[config.mk]
export PLATFORM = sky130hd
export DESIGN_NAME = bcd_timer_flat
export DESIGN_NICKNAME = d
export VERILOG_FILES = /design/src/rtl/bcd_timer_pkg.sv /design/src/rtl/bcd_timer_if.sv /design/src/rtl/bcd_digit.sv /design/src/rtl/bcd_timer.sv /design/src/flat_wrapper.sv
export SDC_FILE = /design/constraint.sdc
export NUM_CORES = 1
export LEC_CHECK = 0
export BUFFER_PORTS_ARGS = -buffer_cell sky130_fd_sc_hd__buf_4
export CORE_MARGIN = 2
export CORE_UTILIZATION = 53
export CTS_CLUSTER_SIZE = 30
export DETAILED_ROUTE_END_ITERATION = 16
export PLACE_DENSITY = 0.84
export REMOVE_ABC_BUFFERS = 1
export SETUP_SLACK_MARGIN = 0.4
export SKIP_LAST_GASP = 1
export SLEW_MARGIN = 40
export SYNTH_ARGS = -nofsm -noshare
export SYNTH_HDL_FRONTEND = slang
export SYNTH_HIERARCHICAL = 1
export SYNTH_SLANG_ARGS = --single-unit
[constraint.sdc]
create_clock -name clk -period 2.05 [get_ports clk]
set_input_delay 0.41 -clock clk [delete_from_list [all_inputs] [get_ports clk]]
set_output_delay 0.41 -clock clk [all_outputs]
set_load 0.05 [all_outputs]
[src/rtl/bcd_timer_pkg.sv]
// rtl/bcd_timer_pkg.sv - shared types and constants for the BCD timer
package bcd_timer_pkg;

  // Width of one BCD decade.
  localparam int unsigned BCD_W = 4;

  typedef enum logic [1:0] {
    ST_IDLE  = 2'd0,
    ST_RUN   = 2'd1,
    ST_PAUSE = 2'd2,
    ST_SAT   = 2'd3
  } state_t;

endpackage

[src/rtl/bcd_timer_if.sv]
// rtl/bcd_timer_if.sv - control and status bundle of the BCD timer
interface bcd_timer_if #(
  parameter int NDIG = 4
);
  import bcd_timer_pkg::*;

  logic                    time_clr;
  logic                    time_en;
  logic                    time_hold;
  logic [BCD_W*NDIG-1:0]   digits;
  logic                    time_late;
  logic                    time_ovf;
  logic                    running;

  modport master (
    output time_clr, time_en, time_hold,
    input  digits, time_late, time_ovf, running
  );

  modport slave (
    input  time_clr, time_en, time_hold,
    output digits, time_late, time_ovf, running
  );

endinterface

[src/rtl/bcd_digit.sv]
// rtl/bcd_digit.sv - one BCD decade with carry chain and all-nine detect
module bcd_digit
  import bcd_timer_pkg::*;
(
  input  logic             clk,
  input  logic             rst_n,
  input  logic             clr,
  input  logic             en_in,
  input  logic             freeze,
  output logic             carry_out,
  output logic             nine,
  output logic [BCD_W-1:0] q_next
);

  logic [BCD_W-1:0] q;

  assign nine      = (q == BCD_W'(9));
  // Carry ripples combinationally so every decade settles within one edge.
  assign carry_out = en_in & nine;

  // Next decade value; freeze blocks the wrap when the whole count is at all nines.
  always_comb begin
    q_next = q;
    if (clr) begin
      q_next = '0;
    end else if (en_in && !freeze) begin
      q_next = nine ? '0 : q + BCD_W'(1);
    end
  end

  // Decade register.
  always_ff @(posedge clk or negedge rst_n) begin
    if (!rst_n) q <= '0;
    else        q <= q_next;
  end

endmodule

[src/rtl/bcd_timer.sv]
// rtl/bcd_timer.sv - prescaled BCD up-counter with lap hold, late and overflow flags
module bcd_timer
  import bcd_timer_pkg::*;
#(
  parameter int NDIG       = 4,
  parameter int TICK_DIV   = 1,
  parameter int LATE_TICKS = 5000
) (
  input  logic        clk,
  input  logic        rst_n,
  bcd_timer_if.slave  tif
);

  localparam int PRESC_W = (TICK_DIV > 1) ? $clog2(TICK_DIV) : 1;
  localparam int LATE_W  = $clog2(LATE_TICKS + 1);

  state_t                state_q, state_d;
  logic [PRESC_W-1:0]    presc_q, presc_d;
  logic [LATE_W-1:0]     late_cnt_q, late_cnt_d;
  logic [BCD_W*NDIG-1:0] count_next;
  logic [BCD_W*NDIG-1:0] digits_q;
  logic [NDIG-1:0]       carry;
  logic [NDIG-1:0]       nine_vec;
  logic                  tick;
  logic                  sat_evt;
  logic                  late_q;
  logic                  ovf_q;

  // Prescaler advances only while counting; pausing keeps the partial period.
  always_comb begin
    tick    = 1'b0;
    presc_d = presc_q;
    if (tif.time_clr) begin
      presc_d = '0;
    end else if (state_q == ST_RUN && tif.time_en) begin
      if (presc_q == PRESC_W'(TICK_DIV - 1)) begin
        presc_d = '0;
        tick    = 1'b1;
      end else begin
        presc_d = presc_q + PRESC_W'(1);
      end
    end
  end

  genvar k;
  generate
    for (k = 0; k < NDIG; k++) begin : g_dig
      bcd_digit u_digit (
        .clk       (clk),
        .rst_n     (rst_n),
        .clr       (tif.time_clr),
        .en_in     ((k == 0) ? tick : carry[(k == 0) ? 0 : k - 1]),
        .freeze    (&nine_vec),
        .carry_out (carry[k]),
        .nine      (nine_vec[k]),
        .q_next    (count_next[BCD_W*k +: BCD_W])
      );
    end
  endgenerate

  // A carry out of the top decade means a tick arrived at all nines.
  assign sat_evt = carry[NDIG-1];

  // Late tick counter saturates at the threshold.
  always_comb begin
    late_cnt_d = late_cnt_q;
    if (tif.time_clr) begin
      late_cnt_d = '0;
    end else if (tick && late_cnt_q != LATE_W'(LATE_TICKS)) begin
      late_cnt_d = late_cnt_q + LATE_W'(1);
    end
  end

  // State, prescaler, late counter, sticky flags and lap-hold register.
  always_ff @(posedge clk or negedge rst_n) begin
    if (!rst_n) begin
      state_q    <= ST_IDLE;
      presc_q    <= '0;
      late_cnt_q <= '0;
      late_q     <= 1'b0;
      ovf_q      <= 1'b0;
      digits_q   <= '0;
    end else begin
      state_q    <= state_d;
      presc_q    <= presc_d;
      late_cnt_q <= late_cnt_d;
      if (tif.time_clr) begin
        late_q   <= 1'b0;
        ovf_q    <= 1'b0;
        digits_q <= '0;
      end else begin
        if (late_cnt_d == LATE_W'(LATE_TICKS)) late_q <= 1'b1;
        if (sat_evt)                            ovf_q  <= 1'b1;
        if (!tif.time_hold)                     digits_q <= count_next;
      end
    end
  end

  // Next-state logic; clear wins over everything.
  always_comb begin
    state_d = state_q;
    if (tif.time_clr) begin
      state_d = ST_IDLE;
    end else begin
      case (state_q)
        ST_IDLE:  if (tif.time_en) state_d = ST_RUN;
        ST_RUN: begin
          if (sat_evt)           state_d = ST_SAT;
          else if (!tif.time_en) state_d = ST_PAUSE;
        end
        ST_PAUSE: if (tif.time_en) state_d = ST_RUN;
        ST_SAT:   state_d = ST_SAT;
        default:  state_d = ST_IDLE;
      endcase
    end
  end

  // Outputs.
  always_comb begin
    tif.running   = (state_q == ST_RUN);
    tif.digits    = digits_q;
    tif.time_late = late_q;
    tif.time_ovf  = ovf_q;
  end

endmodule

[src/flat_wrapper.sv]
// flat-port wrapper written by rule: the top's interface ports become plain ports
module bcd_timer_flat import bcd_timer_pkg::*;
#(
  parameter int NDIG       = 4,
  parameter int TICK_DIV   = 1,
  parameter int LATE_TICKS = 5000
)
  (clk, rst_n, tif_time_clr, tif_time_en, tif_time_hold, tif_digits, tif_time_late, tif_time_ovf, tif_running);
  bcd_timer_if #(.NDIG(NDIG)) tif_i ();
  input  logic clk;
  input  logic rst_n;
  input wire logic [$bits(tif_i.time_clr)-1:0] tif_time_clr;
  input wire logic [$bits(tif_i.time_en)-1:0] tif_time_en;
  input wire logic [$bits(tif_i.time_hold)-1:0] tif_time_hold;
  output wire logic [$bits(tif_i.digits)-1:0] tif_digits;
  output wire logic [$bits(tif_i.time_late)-1:0] tif_time_late;
  output wire logic [$bits(tif_i.time_ovf)-1:0] tif_time_ovf;
  output wire logic [$bits(tif_i.running)-1:0] tif_running;
  assign tif_i.time_clr = tif_time_clr;
  assign tif_i.time_en = tif_time_en;
  assign tif_i.time_hold = tif_time_hold;
  assign tif_digits = tif_i.digits;
  assign tif_time_late = tif_i.time_late;
  assign tif_time_ovf = tif_i.time_ovf;
  assign tif_running = tif_i.running;
  bcd_timer #(.NDIG(NDIG), .TICK_DIV(TICK_DIV), .LATE_TICKS(LATE_TICKS)) u_core (.clk(clk), .rst_n(rst_n), .tif(tif_i));
endmodule
### Word-level counts from Yosys, hierarchy flattened

Index checks and enable logic that the tools add are counted.

* register bits after elaboration: 50
* bits of input ports: 5
* output and inout bits: 19
* word-level logic and storage cells: 77

* add/subtract/negate cells: 6
* equal/unequal tests: 12
* muxes and demuxes: 31
* bitwise operators: 4
* reductions and logical operators: 14

Operator list (number)
* 4-bit 2-to-1 mux: 12
* 16-bit 2-to-1 mux: 2
* 13-bit 2-to-1 mux: 2
* 4-bit by 1-bit adder with 4-bit output (second input constant): 4
* 4-bit equality test (second input constant): 4
* 13-bit by 1-bit adder with 13-bit output (second input constant): 1
* 13-bit equality test (second input constant): 1
* 13-bit != test (second input constant): 1
* 1-bit 2-to-1 mux: 10
* 2-bit 2-to-1 mux: 4
* 1-bit logical AND: 6
* 2-bit case mux with 3 select lines: 1
* 2-bit nonzero test: 3
* 1-bit bitwise AND: 4
* 2-bit equality test (second input constant): 2
* 4-bit by 3-bit != test with 1-bit output (second input constant): 1
* 4-bit AND reduction: 1
* 3-bit by 1-bit != test with 1-bit output (second input constant): 1
* 2-bit by 1-bit equality test with 1-bit output (second input constant): 1
* 2-bit logical NOT: 1
* 2-bit != test (second input constant): 1
* 2-bit AND reduction: 1
* 2-bit OR reduction: 1
* 1-bit adder (second input constant): 1
* 1-bit logical NOT: 1

### Logic depth before layout (Yosys ltp)

Gate-level depths: netlist of run 1.

* word-level depth: 12
* mapped depth: 12
* gate-level depth less buffers: 10

### By module

Netlist of run 1, hierarchy kept.

By module, submodules not included
* bcd_timer: times used 1, cells each 162, area an instance 1637.8 µm²
* bcd_digit: times used 4, cells each 21, area an instance 225.2 µm²

### Least setup slack after synthesis of run 1

No wires, ideal clock.

* kind: input to register
* start: input port tif_time_clr
* end: register u_core.digits_q[13] (netlist: u_core/tif.digits[13])
* data arrival time: 2407 ps
* setup slack: -429 ps
* stages: 12
* buffers on the path: 2
* cell sequence: clkbuf_1 -> nand4bb_1 -> inv_1 -> buf_2 -> and2_1 -> and2_1 -> and2_1 -> nand3b_1 -> or3_1 -> a21oi_2 -> mux2i_1 -> nor2_1

* word-level cells in the longest chain between the ends: 9
* elaborated cells on any way between the ends: 10

RTL lines
* start: declaration: RTL line flat_wrapper.sv:12 `input wire logic [$bits(tif_i.time_clr)-1:0] tif_time_clr;`
* 1-bit 2-to-1 mux: RTL line bcd_timer.sv:33 `if (tif.time_clr) begin`
* net u_core.tick: RTL line bcd_timer.sv:24 `logic tick;`
* 1-bit bitwise AND: RTL line bcd_digit.sv:19 `assign carry_out = en_in & nine;`
* net u_core.carry[0]: RTL line bcd_timer.sv:22 `logic [NDIG-1:0] carry;`
* 1-bit bitwise AND: RTL line bcd_digit.sv:19
* net u_core.carry[1]: RTL line bcd_timer.sv:22
* 1-bit bitwise AND: RTL line bcd_digit.sv:19
* net u_core.carry[2]: RTL line bcd_timer.sv:22
* 1-bit logical AND: RTL line bcd_digit.sv:26 `end else if (en_in && !freeze) begin`
* 4-bit 2-to-1 mux: RTL line bcd_digit.sv:26
* 4-bit 2-to-1 mux: RTL line bcd_digit.sv:24 `if (clr) begin`
* net u_core.count_next[13]: RTL line bcd_timer.sv:20 `logic [BCD_W*NDIG-1:0] count_next;`
* 16-bit 2-to-1 mux: RTL line bcd_timer.sv:94 `if (!tif.time_hold) digits_q <= count_next;`
* 16-bit 2-to-1 mux: RTL line bcd_timer.sv:87 `if (tif.time_clr) begin`
* end signal: assignment: RTL line bcd_timer.sv:94
* end: declaration: RTL line bcd_timer.sv:21 `logic [BCD_W*NDIG-1:0] digits_q;`

The timed path passes the listed nets, and every way through them passes these cells. The select of a mux whose other input is x is not followed.
A chain may end at the register's enable or synchronous reset.

### Final worst setup path of run 1

* start: register u_core.g_dig[0].u_digit.q[3]
* end: register u_core.digits_q[15] (netlist: u_core/tif.digits[15])

* word-level cells in the longest chain between the ends: 9
* elaborated cells on any way between the ends: 11

RTL lines
* start: declaration: RTL line bcd_digit.sv:15 `logic [BCD_W-1:0] q;`
* start signal: assignment: RTL line bcd_digit.sv:34 `else q <= q_next;`
* 4-bit equality test: RTL line bcd_digit.sv:17 `assign nine = (q == BCD_W'(9));`
* net u_core.nine_vec[0]: RTL line bcd_timer.sv:23 `logic [NDIG-1:0] nine_vec;`
* 1-bit bitwise AND: RTL line bcd_digit.sv:19
* net u_core.carry[0]: RTL line bcd_timer.sv:22
* 1-bit bitwise AND: RTL line bcd_digit.sv:19
* net u_core.carry[1]: RTL line bcd_timer.sv:22
* 1-bit bitwise AND: RTL line bcd_digit.sv:19
* net u_core.carry[2]: RTL line bcd_timer.sv:22
* 1-bit logical AND: RTL line bcd_digit.sv:26
* 4-bit 2-to-1 mux: RTL line bcd_digit.sv:26
* 4-bit 2-to-1 mux: RTL line bcd_digit.sv:24
* net u_core.count_next[15]: RTL line bcd_timer.sv:20
* 16-bit 2-to-1 mux: RTL line bcd_timer.sv:94
* 16-bit 2-to-1 mux: RTL line bcd_timer.sv:87

The timed path passes the listed nets, and every way through them passes these cells. The select of a mux whose other input is x is not followed.

==> results of run 1 <==
cells by family after synthesis:
kind of cell,count (synthesis),share of synthesized area [%]
simple gates,115,27.30
flops,49,48.30
buf+inv,15,2.317
mux,18,7.146
compound gates,30,8.083
fa+ha+maj,2,0.9855
xor+xnor,17,5.865
layout make-up:
cell class                      count  area share (%)
Clock buffer                        5           1.827
Multi-Input combinational cell    183           41.48
Inverter                            5          0.4982
Clock inverter                      3           1.727
Tap cell                           54           1.793
Sequential cell                    49           32.58
Timing Repair Buffer               91           20.09
worst max-delay path, cell delays in order, from the launching register on:
cell      delay (ns)
dfrtp_1         0.39
nor2b_4         0.17
and3b_2         0.22
and2_4          0.15
and2_4          0.14
and2_4          0.15
nand3b_1        0.16
a221oi_2        0.28
a21oi_2         0.10
mux2i_1         0.21
nor2_1          0.06
power by group through the flow:
stage | Combinational [uW] | Sequential, uW | Clock (uW)
after global placement | 88.2 | 992 | 0
final | 119 | 975 | 819
after detailed placement | 89.3 | 992 | 0
after CTS | 101 | 973 | 826
after floorplan | 24.6 | 994 | 0
after global routing | 127 | 975 | 858
synthesized netlist by cell type, types with 2 or more instances:
cell | n | share of area, %
nand2_1 | 8 | 1.2
and3b_2 | 4 | 1.6
and2_1 | 5 | 1.2
a221oi_1 | 4 | 1.4
o21ai_0 | 4 | 0.79
nor3_1 | 2 | 0.39
and3_1 | 4 | 0.99
nor2b_2 | 4 | 1.4
and3b_1 | 4 | 1.4
xnor2_1 | 9 | 3.1
nand3b_1 | 4 | 1.2
nor2b_1 | 7 | 1.7
mux2i_1 | 17 | 6.7
nand3_1 | 9 | 1.8
nand4bb_1 | 5 | 2.2
ha_1 | 2 | 0.99
buf_2 | 2 | 0.39
nor2_1 | 37 | 5.5
xor2_1 | 8 | 2.8
or3_1 | 6 | 1.5
dfrtp_1 | 49 | 48
nand4_1 | 4 | 0.99
a21oi_2 | 4 | 1.4
clkbuf_1 | 7 | 1.0
a21oi_1 | 9 | 1.8
a31o_1 | 2 | 0.69
a31oi_1 | 2 | 0.49
nand4b_1 | 4 | 1.4
inv_1 | 5 | 0.74
and4_1 | 2 | 0.69
sequential cells by signal, summed over array words and instances (netlist names):
signal                  count
u_core/g_dig.u_digit/q     16
u_core/tif.digits          16
u_core/late_cnt_q          13
u_core/state_q              2
u_core/tif.time_late        1
u_core/tif.time_ovf         1
per-layer routing:
layer | wire, um | share of wire (%) | vias up
li1 | - | - | 1058
met1 | 3080 | 40 | 1173
met5 | 0 | 0 | -
met3 | 401 | 5.2 | 12
met2 | 4066 | 53 | 93
met4 | 110 | 1.4 | 0
final timing paths:
check / to / slack, ns / depth (start not counted)
setup / recovery: u_core/tif.digits[15] / -0.11 / 10
hold / removal: u_core/g_dig[3].u_digit/q[1] / 0.11 / 1
setup reg to reg: u_core/tif.digits[15] / -0.11 / 10
hold reg to reg: u_core/tif.digits[9] / 0.53 / 2
max in group asynchronous: u_core/state_q[0] / 1.46 / 1
min in group clk: u_core/state_q[1] / 0.32 / 2
through the flow:
| stage | area (um^2) | util [%] |
|---|---|---|
| after global placement | 2919 | 62.63 |
| after global routing | 3767 | 80.83 |
| final | 3767 | 80.83 |
| after floorplan | 2499 | - |
| after detailed placement | 2919 | 62.63 |
| after CTS | 3416 | 73.29 |
repair_timing:
item / CTS / global route
cloned: 1 / 0
buffers inserted: 27 / 17
resized for setup: 38 / 40
pin swaps: 21 / 20
hold endpoints to repair: 0 / 0
endpoints found under the setup margin: 40 / 44
hold buffers: 0 / 0
==> summary.md, run 1 <==
| Metric | Value |
|---|---|
| Post-synth ARST share | `between 90% and 100%` |
| Worst slack, placed | `-0.09329 ns` |
| Tightest Pin Transition | `0.6530 ns` |
| Fin nets | `between 300 and 400` |
| M1 GR Usage | `between 20 and 30%` |
| CP Max Fanout | `4` |
| Synth Warn # | `6` |
| Share of cells above drive strength 1 | `between 40% and 50%` |
| Leakage power | `between 0.0015 and 0.002 uW` |
| Vias per Instance | `roughly 6` |
| Fin Setup TNS | `-0.6986 ns` |
| Filler cell count | `between 200 and 250` |
| Register area | `about 1200 um^2` |
| Final worst-path cycle share | `105.6%` |
| TritonCTS clock tree | `built` |
| CP Data Arrival Time | `~2.3 ns` |
| Total grt overflow | `0` |
| Worst-path clk slew | `roughly 0.1 ns` |
| Setup CP Type | `flop to flop` |
| Synthesized area per cell | `slightly above 10 um^2` |
| Post-detail-place hpwl | `approximately 3.4 mm` |
| Failing checks | `setup timing` |
| Seq cells post-synth | `approximately 50` |
| DRT Pass-1 Iters | `4` |
| Area growth, synth to finish | `48.40%` |
| Max-Cap Viols | `0` |
| CTS root buf | `clkbuf_8` |
| Most used DFF post-synth | `dfrtp_1` |
| Netlist cell types | `43` |
| CP startpoint | `u_core/g_dig[0].u_digit/q[3]` |
| Flop pwr share | `51.0%` |
| Antenna violations before repair | `0` |
| Initial DRC count | `~230` |
| Logic pwr share | `6.2%` |
| Num CTS Buffers | `5` |
| Final WS setup | `-0.1145 ns` |
| GRT Total Usage | `23.81%` |
| H-tree depth | `2` |
| Vias in the first global route | `2,156` |
| Global-route track usage on met2 | `a little over two fifths` |
| CTS max path bufs | `2` |
| Core ar. | `~4700 um^2` |
| Die Ht | `about 73 um` |
| DRC Markers | `0` |
| Sink Count | `49` |
| Pint | `approximately 1500 uW` |
| Number of flops mapped to enable cells by yosys | `0` |
| Site Rows | `25` |
| Final slew viol count | `0` |
| Fin Hold WS | `between 0.1 and 0.15 ns` |
| Placed cell count | `~340` |
| Fmax | `roughly 0.46 GHz` |
| Setup repair after global routing missed its margin | `yes` |
| Required @ worst endpoint | `2.22 ns` |
| Effective utilization at floorplan | `54.47%` |
| Most common cell after layout, fill and taps aside | `buf_4` |
| Ant diodes | `0` |
| VDD IR max | `slightly below 0.6 mV` |
| Endpoints failing setup | `14` |
| Via count | `2,336` |
| Global routing's busiest layer | `met2` |
| Power per Cell Area | `about 500 nW/um^2` |
| Clk pwr share | `a little over two fifths` |
| Relative slew slack | `~56%` |
| IO buf count | `23` |
| Tot Pwr | `around 1900 uW` |
| Run status | `finished, violations left` |
| Commonest cells after routing, fill and taps aside | `76 x buf_4, 48 x dfrtp_1, 34 x nor2_1` |
| CP endpoint kind | `flop` |
| Die width | `73.21 um` |
| Setup Skew | `0.01235 ns` |
| Startpoint type of the worst setup path | `flop` |
| Post-Syn Area | `roughly 2500 um^2` |
| Post-Synthesis Cells | `~250` |
| IO Pins | `24` |
| Multi-input gate area | `1563 um^2` |
| Grt met3 use | `between 4 and 5%` |
| Final Critical Period | `approximately 2.2 ns` |
| Hold Path Class | `input port to async pin` |
| Sequential area share after synthesis | `between 40 and 50%` |
| Sw Ratio | `a little over a fifth` |
| Gp weighted congestion | `around 0.8` |
| Layout Cells excl Fill | `just under 400` |
| WL final | `7.658 mm` |
| Post-route ant nets | `0` |
| Avg WL per Cell | `just under 20 um` |
| Clock Latency Late Sink | `0.31 ns` |
| Die ar. | `~5400 um^2` |
| FF-to-FF Start | `u_core/g_dig[0].u_digit/q[3]` |
| Largest net degree at the start of global routing | `52` |
| Sw power | `roughly 420 uW` |
| Fin. Hold Viols | `0` |
| First-pass GRT wire length | `9.853 mm` |
Power figures use the tool's default switching activity.
==> run 2, diff against run 1 <==
--- a/config.mk
+++ b/config.mk
@@ -18,4 +18,3 @@
 export SYNTH_ARGS = -nofsm -noshare
 export SYNTH_HDL_FRONTEND = slang
-export SYNTH_HIERARCHICAL = 1
 export SYNTH_SLANG_ARGS = --single-unit
==> constraint.sdc (replaced) <==
create_clock -name clk -period 2.05 [get_ports clk]
set_input_delay 0.41 -clock clk [delete_from_list [all_inputs] [get_ports clk]]
set_output_delay 0.41 -clock clk [all_outputs]
set_load 0.005 [all_outputs]
==> run 2 against run 1 <==
Setup slack worse by 0.024 ns. Fmax down 1.1%. Largest power group unchanged. Die area up 0.64%. The run still ends with setup timing left. Clock skew down 0.0089 ns. First-iteration DRC count down 35%. Total power down 13%.
==> summary.md, run 2 <==
| Metric | Value |
|---|---|
| Die ar. | `between 5000 and 6000 um^2` |
| Filler cell count | `about 250` |
| Avg WL per Cell | `20.77 um` |
| FF-to-FF Start | `u_core.late_cnt_q[0]` |
| Leakage power | `0.001714 uW` |
| Area share of the largest cell type after synthesis | `a little under half` |
| Post-Synthesis Cells | `about 250` |
| Seq cells post-synth | `49` |
| Setup repair after global routing missed its margin | `yes` |
| Setup CP Type | `flop to flop` |
| CTS max path bufs | `2` |
| Total grt overflow | `0` |
| R2r worst-path depth | `8` |
| IO Pins | `24` |
| Final Critical Period | `about 2.2 ns` |
| Top cells by area, synth | `dfrtp_1 48%, ha_1 4.9%, nor2_1 4.7%` |
| Gp weighted congestion | `~0.93` |
| Fmax | `roughly 0.46 GHz` |
| Most common cell after layout, fill and taps aside | `buf_4` |
| Required @ worst endpoint | `2.27 ns` |
| Number of flops mapped to enable cells by yosys | `0` |
| GRT Total Usage | `around a quarter` |
| Relative slew slack | `roughly 59%` |
| Tot Pwr | `approximately 1700 uW` |
| Power per Cell Area | `between 400 and 500 nW/um^2` |
| Hold Path Class | `input port to async pin` |
| Synth Warn # | `0` |
| Fin nets | `350` |
| Fin Setup TNS | `-0.3579 ns` |
| Register area | `1227 um^2` |
| Reg-to-reg endpoint | `u_core.tif.time_late` |
| Final WS setup | `-0.1381 ns` |
| Clock Latency Late Sink | `between 0.3 and 0.4 ns` |
| Die width | `approximately 73 um` |
| Post-synth ARST share | `100.0%` |
| Initial DRC count | `about 150` |
| CTS root buf | `clkbuf_8` |
| Synthesized area per cell | `slightly above 10 um^2` |
| TritonCTS clock tree | `built` |
| Ant diodes | `0` |
| DRT Pass-1 Iters | `4` |
| CP Data Arrival Time | `2.40 ns` |
| Endpoints failing setup | `6` |
| Tightest Pin Transition | `~0.61 ns` |
| Post-Syn Area | `2556 um^2` |
| Sequential area share after synthesis | `47.97%` |
| Run status | `finished, violations left` |
| Startpoint type of the worst setup path | `flop` |
| Effective utilization at floorplan | `54.48%` |
| Vias in the first global route | `between 2,000 and 2,500` |
| Commonest cells after routing, fill and taps aside | `74 x buf_4, 48 x dfrtp_1, 25 x nor2_1` |
| Commonest cells post-synth | `49 x dfrtp_1, 32 x nor2_1, 20 x nand2_1` |
| DRC Markers | `0` |
| Sink Count | `49` |
| CP Max Fanout | `2` |
| Vias per Instance | `6.113` |
| Multi-input gate area | `around 1600 um^2` |
| H-tree depth | `2` |
| Max-Cap Viols | `0` |
| Antenna violations before repair | `0` |
| Largest net degree at the start of global routing | `50` |
| First-pass GRT wire length | `~11 mm` |
| Fin Hold WS | `around 0.1 ns` |
| Die Ht | `73.45 um` |
| Area leader, netlist | `dfrtp_1` |
| Post-detail-place hpwl | `between 4 and 5 mm` |
| Final worst-path cycle share | `106.7%` |
| VDD IR max | `0.4752 mV` |
| CP endpoint kind | `flop` |
| Failing checks | `setup timing` |
| Reg2reg setup slack | `-0.14 ns` |
| Final slew viol count | `0` |
| Most used DFF post-synth | `dfrtp_1` |
| Netlist cell types | `44` |
| Area growth, synth to finish | `47.87%` |
| Post-route ant nets | `0` |
| Via count | `about 2,400` |
| IO buf count | `23` |
| Setup Skew | `around 0.0035 ns` |
| Site Rows | `25` |
| Worst-path clk slew | `about 0.090 ns` |
| Share of cells above drive strength 1 | `between 40% and 50%` |
| Core ar. | `4692 um^2` |
| Top-count cell post-synth | `dfrtp_1` |
| WL final | `just over 8 mm` |
| Num CTS Buffers | `5` |
| Fin. Hold Viols | `0` |
-- run 2: cell count changes in the layout (fill, tap and decap cells not counted), moves of 5 or more --
cell and change:
nand4_1 +5, inv_1 +5, nand2_1 +8, and2_4 -5, nor2b_4 -7, xor2_1 -5, a22o_1 +8, nor2_1 -9
mux2i_1 -14
-- run 2: stage by stage --
| step | utilization [%] | instances | setup WS [ns] | instance area, um^2 |
|---|---|---|---|---|
| floorplan | - | 238 | -0.1657 | 2492 |
| global placement | 66.19 | 363 | -0.09523 | 3105 |
| detailed placement | 66.19 | 363 | -0.2517 | 3105 |
| CTS | 73.25 | 380 | -0.2053 | 3437 |
| global route | 80.56 | 390 | -0.2445 | 3780 |
| finish | 80.56 | 390 | -0.1381 | 3780 |
-- run 2: logic make-up (layout without fill, tap and decap cells) --
kind of cell,count (synthesis),after routing,synth area share [%]
simple gates,111,111,24.33
flops,49,49,47.97
compound gates,36,36,11.31
buf+inv,22,109,4.112
xor+xnor,17,17,5.825
fa+ha+maj,10,10,4.895
mux,4,4,1.566
-- run 2: how the worst max path moves through the flow --
stage                                     from                    to  slack (ns)  cells past startpoint
after floorplan           u_core.late_cnt_q[0]  u_core.tif.time_late       -0.17                      8
after global placement    u_core.late_cnt_q[0]  u_core.tif.time_late        -0.1                      8
after detailed placement  u_core.late_cnt_q[0]  u_core.tif.time_late       -0.25                      8
after CTS                 u_core.late_cnt_q[0]  u_core.tif.time_late       -0.21                      8
after global routing      u_core.late_cnt_q[0]  u_core.tif.time_late       -0.24                      8
final                     u_core.late_cnt_q[0]  u_core.tif.time_late       -0.14                      8
-- run 2: what timing repair did --
action	CTS	global route
pin swaps	38	23
setup endpoints to repair	35	38
setup buffers	9	10
hold buffers	0	0
resized for setup	42	53
-- run 2: cell type report --
| class | instances | share of cell area [%] |
|---|---|---|
| clock inverter | 2 | 0.2648 |
| sequential | 49 | 32.47 |
| multi-input combinational | 178 | 42.77 |
| inverter | 11 | 1.092 |
| tap | 54 | 1.787 |
| timing repair buffer | 90 | 19.70 |
| clock buffer | 6 | 1.920 |
-- run 2: power by group --
group	internal (uW)	switching [uW]	leakage (uW)
logic	48.1	77.9	0.000988
clock network	237	327	0.0000450
registers	970	3.88	0.000681
total	1260	408	0.00171
-- run 2: worst max-delay path: stages, from the launching register on --
cell and delay, ns:
dfrtp_1 0.39, inv_2 0.09, ha_4 0.13, nor4b_4 0.27
a41oi_4 0.15, or3_4 0.36, a2111oi_4 0.29, nand4_1 0.16
o32ai_2 0.24
-- run 2: routing by layer --
metal  vias up  GRT usage, %  routed length [um]
met2        86         45.04                4375
li1       1054             -                   -
met5         -             0                   0
met4         0         10.71                 337
met3        28         4.252                 375
met1      1216         33.03                3012
